===== src/rtl/mem_traffic_pkg.sv =====
// rtl/mem_traffic_pkg.sv - shared encodings for the memory traffic checker
package mem_traffic_pkg;

    // Width of one pattern lane; DATA_W is a whole number of lanes
    localparam int LANE_W = 32;

    // Run modes
    localparam logic [1:0] MODE_WR_RD   = 2'b00;
    localparam logic [1:0] MODE_WR_ONLY = 2'b01;
    localparam logic [1:0] MODE_RD_ONLY = 2'b10;
    localparam logic [1:0] MODE_CONT    = 2'b11;

    typedef enum logic [2:0] {
        ST_IDLE,
        ST_WR,
        ST_RD,
        ST_GAP,
        ST_DONE
    } state_t;

endpackage


===== src/rtl/mem_pattern_gen.sv =====
// rtl/mem_pattern_gen.sv - combinational per-entry data pattern generator
module mem_pattern_gen
    import mem_traffic_pkg::*;
#(
    parameter int DATA_W = 256
) (
    input  logic [LANE_W-1:0] seed_i,
    input  logic [15:0]       idx_i,
    output logic [DATA_W-1:0] pattern_o
);

    localparam int NUM_LANES = DATA_W / LANE_W;

    // Each lane mixes the entry index (upper half) and lane number (lower half) into the seed
    for (genvar k = 0; k < NUM_LANES; k++) begin : g_lane
        assign pattern_o[k*LANE_W +: LANE_W] = seed_i ^ {idx_i, 16'(k)};
    end

endmodule


===== config.mk =====
export PLATFORM = sky130hd
export DESIGN_NAME = mem_pattern_gen
export DESIGN_NICKNAME = d
export VERILOG_FILES = /design/src/rtl/mem_traffic_pkg.sv /design/src/rtl/mem_pattern_gen.sv
export SDC_FILE = /design/constraint.sdc
export NUM_CORES = 1
export LEC_CHECK = 0
export ABC_AREA = 1
export ABC_CLOCK_PERIOD_IN_PS = 800
export CAP_MARGIN = 20
export CORE_AREA = 2 2 119 121
export DETAILED_ROUTE_END_ITERATION = 7
export DIE_AREA = 0 0 121 123
export PLACE_DENSITY = 0.69
export SYNTH_ARGS = -nofsm -noshare
export SYNTH_HDL_FRONTEND = slang
export SYNTH_SLANG_ARGS = --single-unit

===== constraint.sdc =====
create_clock -name vclk -period 0.8
set_clock_uncertainty 0.2 [all_clocks]
set_input_delay 0.08 -clock vclk [all_inputs]
set_output_delay 0.08 -clock vclk [all_outputs]
set_load 0.005 [all_outputs]

# Yosys cells after proc, flatten, opt, wreduce, memory -nomap -nowiden
# Cells that the tools add are included.
# word_totals
ff_bits	0
output_inout_bits	256
elab_cells	8
# op_classes
bitwise_logic	8
# op_table
op	n
32-bit XOR	8

# Depth between registers and ports, before layout
# Gate-level depths: netlist of run 1.
# depth
word_depth	1
depth_mapped	4
mapped_depth_nobuf	3

# Worst setup path after synthesis of run 1
# OpenSTA, ideal clock, no wires.
# synth_path
path_kind	input port to output port
from	in seed_i[16]
to	out pattern_o[112]
arrival_time_ns	0.470
slack_ns	0.050
stages	4
path_buffers	1
path_cell_list	inv_1 > nand2_1 > nand2_1 > buf_4
# synth_via
elab_chain_len	1
# synth_rtl
item	line	source
start: declaration	mem_pattern_gen.sv:7	input logic [LANE_W-1:0] seed_i,
32-bit XOR	mem_pattern_gen.sv:16	assign pattern_o[k*LANE_W +: LANE_W] = seed_i ^ {idx_i, 16'(k)};
end: declaration	mem_pattern_gen.sv:9	output logic [DATA_W-1:0] pattern_o
# No other way between the ends.

# Worst setup path in the final report of run 1
# layout_path
from	in idx_i[5]
to	out pattern_o[181]
# layout_via
elab_chain_len	1
# layout_rtl
item	line	source
start: declaration	mem_pattern_gen.sv:8	input logic [15:0] idx_i,
32-bit XOR	mem_pattern_gen.sv:16	
# No other way between the ends.

==> results of run 1 <==
[cell families (layout without fill, tap and decap cells)]
family | count (synthesis) | count (layout) | share of synthesized area, %
buf+inv | 272 | 248 | 91.4
simple gates | 48 | 48 | 8.62
[layout make-up]
class                           count  area, µm²
Timing Repair Buffer              213       2120
Tap cell                          180        225
Inverter                           35        159
Multi-Input combinational cell     48        399
Fill cell                        1482      10700
[per-layer routing]
| layer | wire length (µm) | global-route usage, % | vias to the layer above | part of all wire, % |
|---|---|---|---|---|
| li1 | - | - | 645 | - |
| met2 | 3100 | 12.5 | 175 | 58 |
| met3 | 983 | 3.27 | 0 | 18 |
| met4 | 0 | 0 | 0 | 0 |
| met1 | 1250 | 3.97 | 596 | 23 |
| met5 | 0 | 0 | - | 0 |
[critical path, stage by stage]
cell     delay [ps]
buf_8           100
inv_2            50
nand2_2          50
nand2_2          70
buf_12          140
buf_6           100
[cells in the final DEF, fill, tap and decap left out]
cell type / Yosys / routed
nand2_2: 0 / 30
nand2_4: 0 / 17
buf_2: 0 / 42
buf_6: 0 / 131
clkdlybuf4s15_1: 0 / 4
buf_8: 0 / 12
inv_2: 0 / 26
buf_12: 0 / 1
clkinv_4: 0 / 2
buf_4: 237 / 6
inv_4: 0 / 7
nand2_8: 0 / 1
dlygate4sd2_1: 0 / 17
[worst paths after layout]
kind / from / end / slack, ps
max: idx_i[5] / pattern_o[181] / -80
min: seed_i[7] / pattern_o[7] / -40
[metrics by stage]
step                setup slack, ps  total power, W  util [%]
global route                   -100         0.00209      21.3
detailed placement             -924         0.00165      18.1
floorplan                      50.1         0.00136         -
CTS                           -72.1         0.00186      20.0
finish                        -76.6         0.00196      21.3
global placement               -895         0.00163      18.1
[where the power goes]
group          internal [W]  total [W]  switching (W)
Sequential                0          0              0
Combinational       0.00124    0.00196       0.000719
Clock                     0          0              0
[timing repair]
action                                 4_1_cts  5_1_grt
setup buffers                               19        2
pin swaps                                   46       34
endpoints found under the hold margin      104      104
gates resized for setup                    908       46
setup endpoints to repair                  152      108
==> run_results.csv, run 1 <==
group,metric,value,unit
status,status,"finished, violations left",
status,violations,"negative hold slack, negative setup slack",
floorplan,ioPinCount,304,
place,place_hpwl,4260,µm
floorplan,floorplan.initialDensity,15.4,%
sta,hold_viol,104,
place,place.gp.congestion,0.648,
route,drt-total-wl,5330,µm
critical_path,worst_ep_required_time,520,ps
cells_and_area,design_area,2900,µm²
global_routing,overflow,0,
global_routing,antenna_found_initial,0,
synth,synth_area,2090,µm²
cells_and_area,syn_to_final_growth,38.8,%
sta,timing.setup.tns,-3240,ps
sta,final_max_slew_viol_count,0,
floorplan,die_x,121,µm
sta,setup_viol,87,
sta,maxSlewHeadroom,89.9,%
route,post-route-drc-count,0,
place,postPlaceCellArea,2460,µm²
cells_and_area,regArea,0,µm²
critical_path,crit_fanout,8,
route,dr_total_vias,1416,
job,cap_violations,0,
power_and_ir_drop,p_leak,1.56,nW
hold_path,worstHoldPathType,"input pin to primary output",
sta,finalCritPeriodShare,110,%
place,dp.cells,455,
route,wire_per_inst,11.2,µm
floorplan,rows,43,
critical_path,critPathArrivalTime,600,ps
floorplan,core_area,13600,µm²
critical_path,path_class,"input pin to primary output",
global_routing,grt_pass1_wl,6540,µm
global_routing,grt_pass1_vias,1144,
cells_and_area,final_cells,476,
synth,netlist_top_cells_count,"buf_4 (237), nand2_1 (48), inv_1 (35)",
route,antenna_left,0,
cells_and_area,nFlopsAndLatches,0,
synth,synth_most_common_cell,"buf_4",
critical_path,crit_path_end_kind,"primary output",
cells_and_area,drive_gt1_share,92.9,%
synth,synth_cell_types,3,
synth,netlist_top_cells_area,"buf_4 (85%), nand2_1 (8.6%), inv_1 (6.3%)",
route,drt_iter0_drc,9,
critical_path,critPathLaunchType,"input pin",
synth,synth_area_per_cell,6.53,µm²
hold_path,holdPathStages,0,
synth,yosysTopAreaCell,"buf_4",
synth,ys_seq_area_share,0,%
synth,netlist.area_leader.share,85.1,%
cells_and_area,clock_buffers,0,
power_and_ir_drop,powerDensity,674,nW/µm²
cells_and_area,nets,346,
sta,setup_ws,-76.6,ps
sta,whs,-40.0,ps
cells_and_area,antennaDiodeCount,0,
place,io_buffers,187,
synth,syn_inst,320,
route,firstDrtPassIters,4,
global_routing,grt_usage,5.54,%
global_routing,grt_max_degree,9,
sta,worst-slew-pin-transition,151,ps
floorplan,fp.dieArea,14900,µm²
sta,rsz0062_at_grt,"yes",
synth,ys_warn_count,0,
power_and_ir_drop,vdd_drop_max,0.000209,V
sta,final.min_clock_period,877,ps
synth,syn_nets,368,
route,vias_per_cell,2.97,
sta,fmax,1.14,GHz
floorplan,die_h,123,µm
Power figures use the tool's default switching activity.
==> run 2, diff against run 1 <==
PLACE_DENSITY = not set   (was 0.69)
==> run_results.csv, run 2 (synthesized netlist as in run 1, its figures left out) <==
group,metric,value,unit
global_routing,grt_pass1_wl,7180,µm
cells_and_area,syn_to_final_growth,42.4,%
critical_path,crit_family,"buffers and inverters",
floorplan,ioPinCount,304,
power_and_ir_drop,netSwitchingFraction,37.7,%
floorplan,die_h,123,µm
global_routing,overflow,0,
sta,final_max_slew_viol_count,0,
place,dp.cells,451,
place,place.gp.congestion,0.569,
sta,whs,-40.0,ps
critical_path,critPathArrivalTime,590,ps
global_routing,grt_pass1_vias,1326,
critical_path,critPathBufInv,4,
critical_path,worst_ep_required_time,520,ps
floorplan,rows,43,
hold_path,min_from,"seed_i[3]",
floorplan,fp.dieArea,14900,µm²
sta,setup_viol,68,
power_and_ir_drop,p_switching,0.000759,W
global_routing,antenna_found_initial,0,
floorplan,floorplan.initialDensity,15.4,%
cells_and_area,regArea,0,µm²
sta,maxSlewHeadroom,90.7,%
power_and_ir_drop,p_comb_share,100.0,%
cells_and_area,layout_common_cells,"buf_6 (124), buf_2 (48), nand2_4 (26), inv_2 (20), nand2_2 (20)",
cells_and_area,fillers,1494,
hold_path,holdPathStages,0,
critical_path,crit_path_end_kind,"primary output",
power_and_ir_drop,vdd_drop_max,0.000155,V
sta,setup_ws,-69.5,ps
power_and_ir_drop,powerDensity,676,nW/µm²
cells_and_area,antennaDiodeCount,0,
hold_path,min_to,"pattern_o[99]",
floorplan,die_x,121,µm
route,drt-total-wl,5480,µm
job,cap_violations,0,
critical_path,critPathLaunchType,"input pin",
place,postPlaceCellArea,2430,µm²
global_routing,grt_max_degree,9,
place,place_hpwl,4090,µm
status,violations,"negative hold slack, negative setup slack",
global_routing,grt_usage,5.92,%
critical_path,critPathMaxStageDelay,120,ps
power_and_ir_drop,clkPwrFrac,0,%
critical_path,slowest_stage,"buf_6",
route,vias_per_cell,3.03,
critical_path,cpMostUsedCell,"buf_6",
critical_path,crit_fanout,4,
route,dr_total_vias,1450,
cells_and_area,clock_buffers,0,
sta,worst-slew-pin-transition,140,ps
sta,finalCritPeriodShare,109,%
cells_and_area,drive_gt1_share,94.3,%
power_and_ir_drop,seqPwrFrac,0,%
floorplan,core_area,13600,µm²
cells_and_area,design_area,2980,µm²
route,antenna_left,0,
cells_and_area,layout_commonest_cell,"buf_6",
sta,fmax,1.15,GHz
sta,final.min_clock_period,869,ps
sta,hold_viol,104,
critical_path,timing.critical_path.cells,"buf_8 -> inv_2 -> nand2_2 -> nand2_4 -> buf_6 -> buf_6",
route,wire_per_inst,11.5,µm
cells_and_area,fin_util,21.9,%
cells_and_area,final_cells,478,
sta,rsz0062_at_grt,"yes",
route,post-route-drc-count,0,
route,firstDrtPassIters,2,
critical_path,path_class,"input pin to primary output",
status,status,"finished, violations left",
power_and_ir_drop,intPower,0.00125,W
hold_path,worstHoldPathType,"input pin to primary output",
route,drt_iter0_drc,10,
cells_and_area,nFlopsAndLatches,0,
cells_and_area,nets,348,
power_and_ir_drop,p_leak,1.60,nW
place,io_buffers,187,
-- run 2: changes by cell type in the layout (fill, tap and decap cells not counted), moves of 2 or more --
cell	delta
dlygate4sd2_1	-3
buf_8	+6
buf_6	-7
nand2_2	-10
inv_4	+6
inv_2	-6
buf_4	+2
buf_2	+6
nand2_4	+9
-- run 2: worst max path at each step --
| stage | startpoint | to | depth (start not counted) | slack (ps) |
|---|---|---|---|---|
| after detailed placement | idx_i[2] | pattern_o[210] | 4 | -940 |
| after CTS | idx_i[2] | pattern_o[50] | 7 | -150 |
| after global routing | idx_i[2] | pattern_o[210] | 6 | -110 |
| after global placement | idx_i[0] | pattern_o[176] | 4 | -920 |
| final | idx_i[2] | pattern_o[210] | 6 | -70 |
| after floorplan | seed_i[16] | pattern_o[112] | 4 | 50 |
-- run 2: area by class of cell --
type | count | area [µm²] | share of cell area [%]
multi-input cells | 48 | 458 | 15.4
inverters | 35 | 174 | 5.84
well taps | 180 | 225 | 7.57
repair buffers | 215 | 2120 | 71.2
-- run 2: power by group through the flow --
stage               logic [W]  clock network, W  registers [W]
floorplan             0.00136                 0              0
global placement      0.00160                 0              0
detailed placement    0.00162                 0              0
CTS                   0.00188                 0              0
global route          0.00215                 0              0
finish                0.00201                 0              0
-- run 2: metal layers --
layer | part of all wire (%) | vias up | track usage [%]
li1 | - | 648 | -
met1 | 26 | 623 | 5.17
met2 | 57 | 177 | 12.7
met3 | 17 | 2 | 2.68
met4 | 0.40 | 0 | 0.218
met5 | 0 | - | 0
-- run 2: stage by stage --
stage,power [W],TNS [ps],worst slack (ps)
final,0.00201,-2920,-69.5
after global routing,0.00215,-5440,-107
after global placement,0.00160,-122820,-923
after detailed placement,0.00162,-127450,-937
after CTS,0.00188,-3540,-155
after floorplan,0.00136,0,50.1
-- run 2: timing repair --
| action | 4_1_cts | 5_1_grt |
|---|---|---|
| buffers inserted | 29 | 1 |
| setup endpoints to repair | 152 | 101 |
| endpoints found under the hold margin | 104 | 104 |
| pin swaps | 42 | 39 |
| gates resized for setup | 921 | 59 |
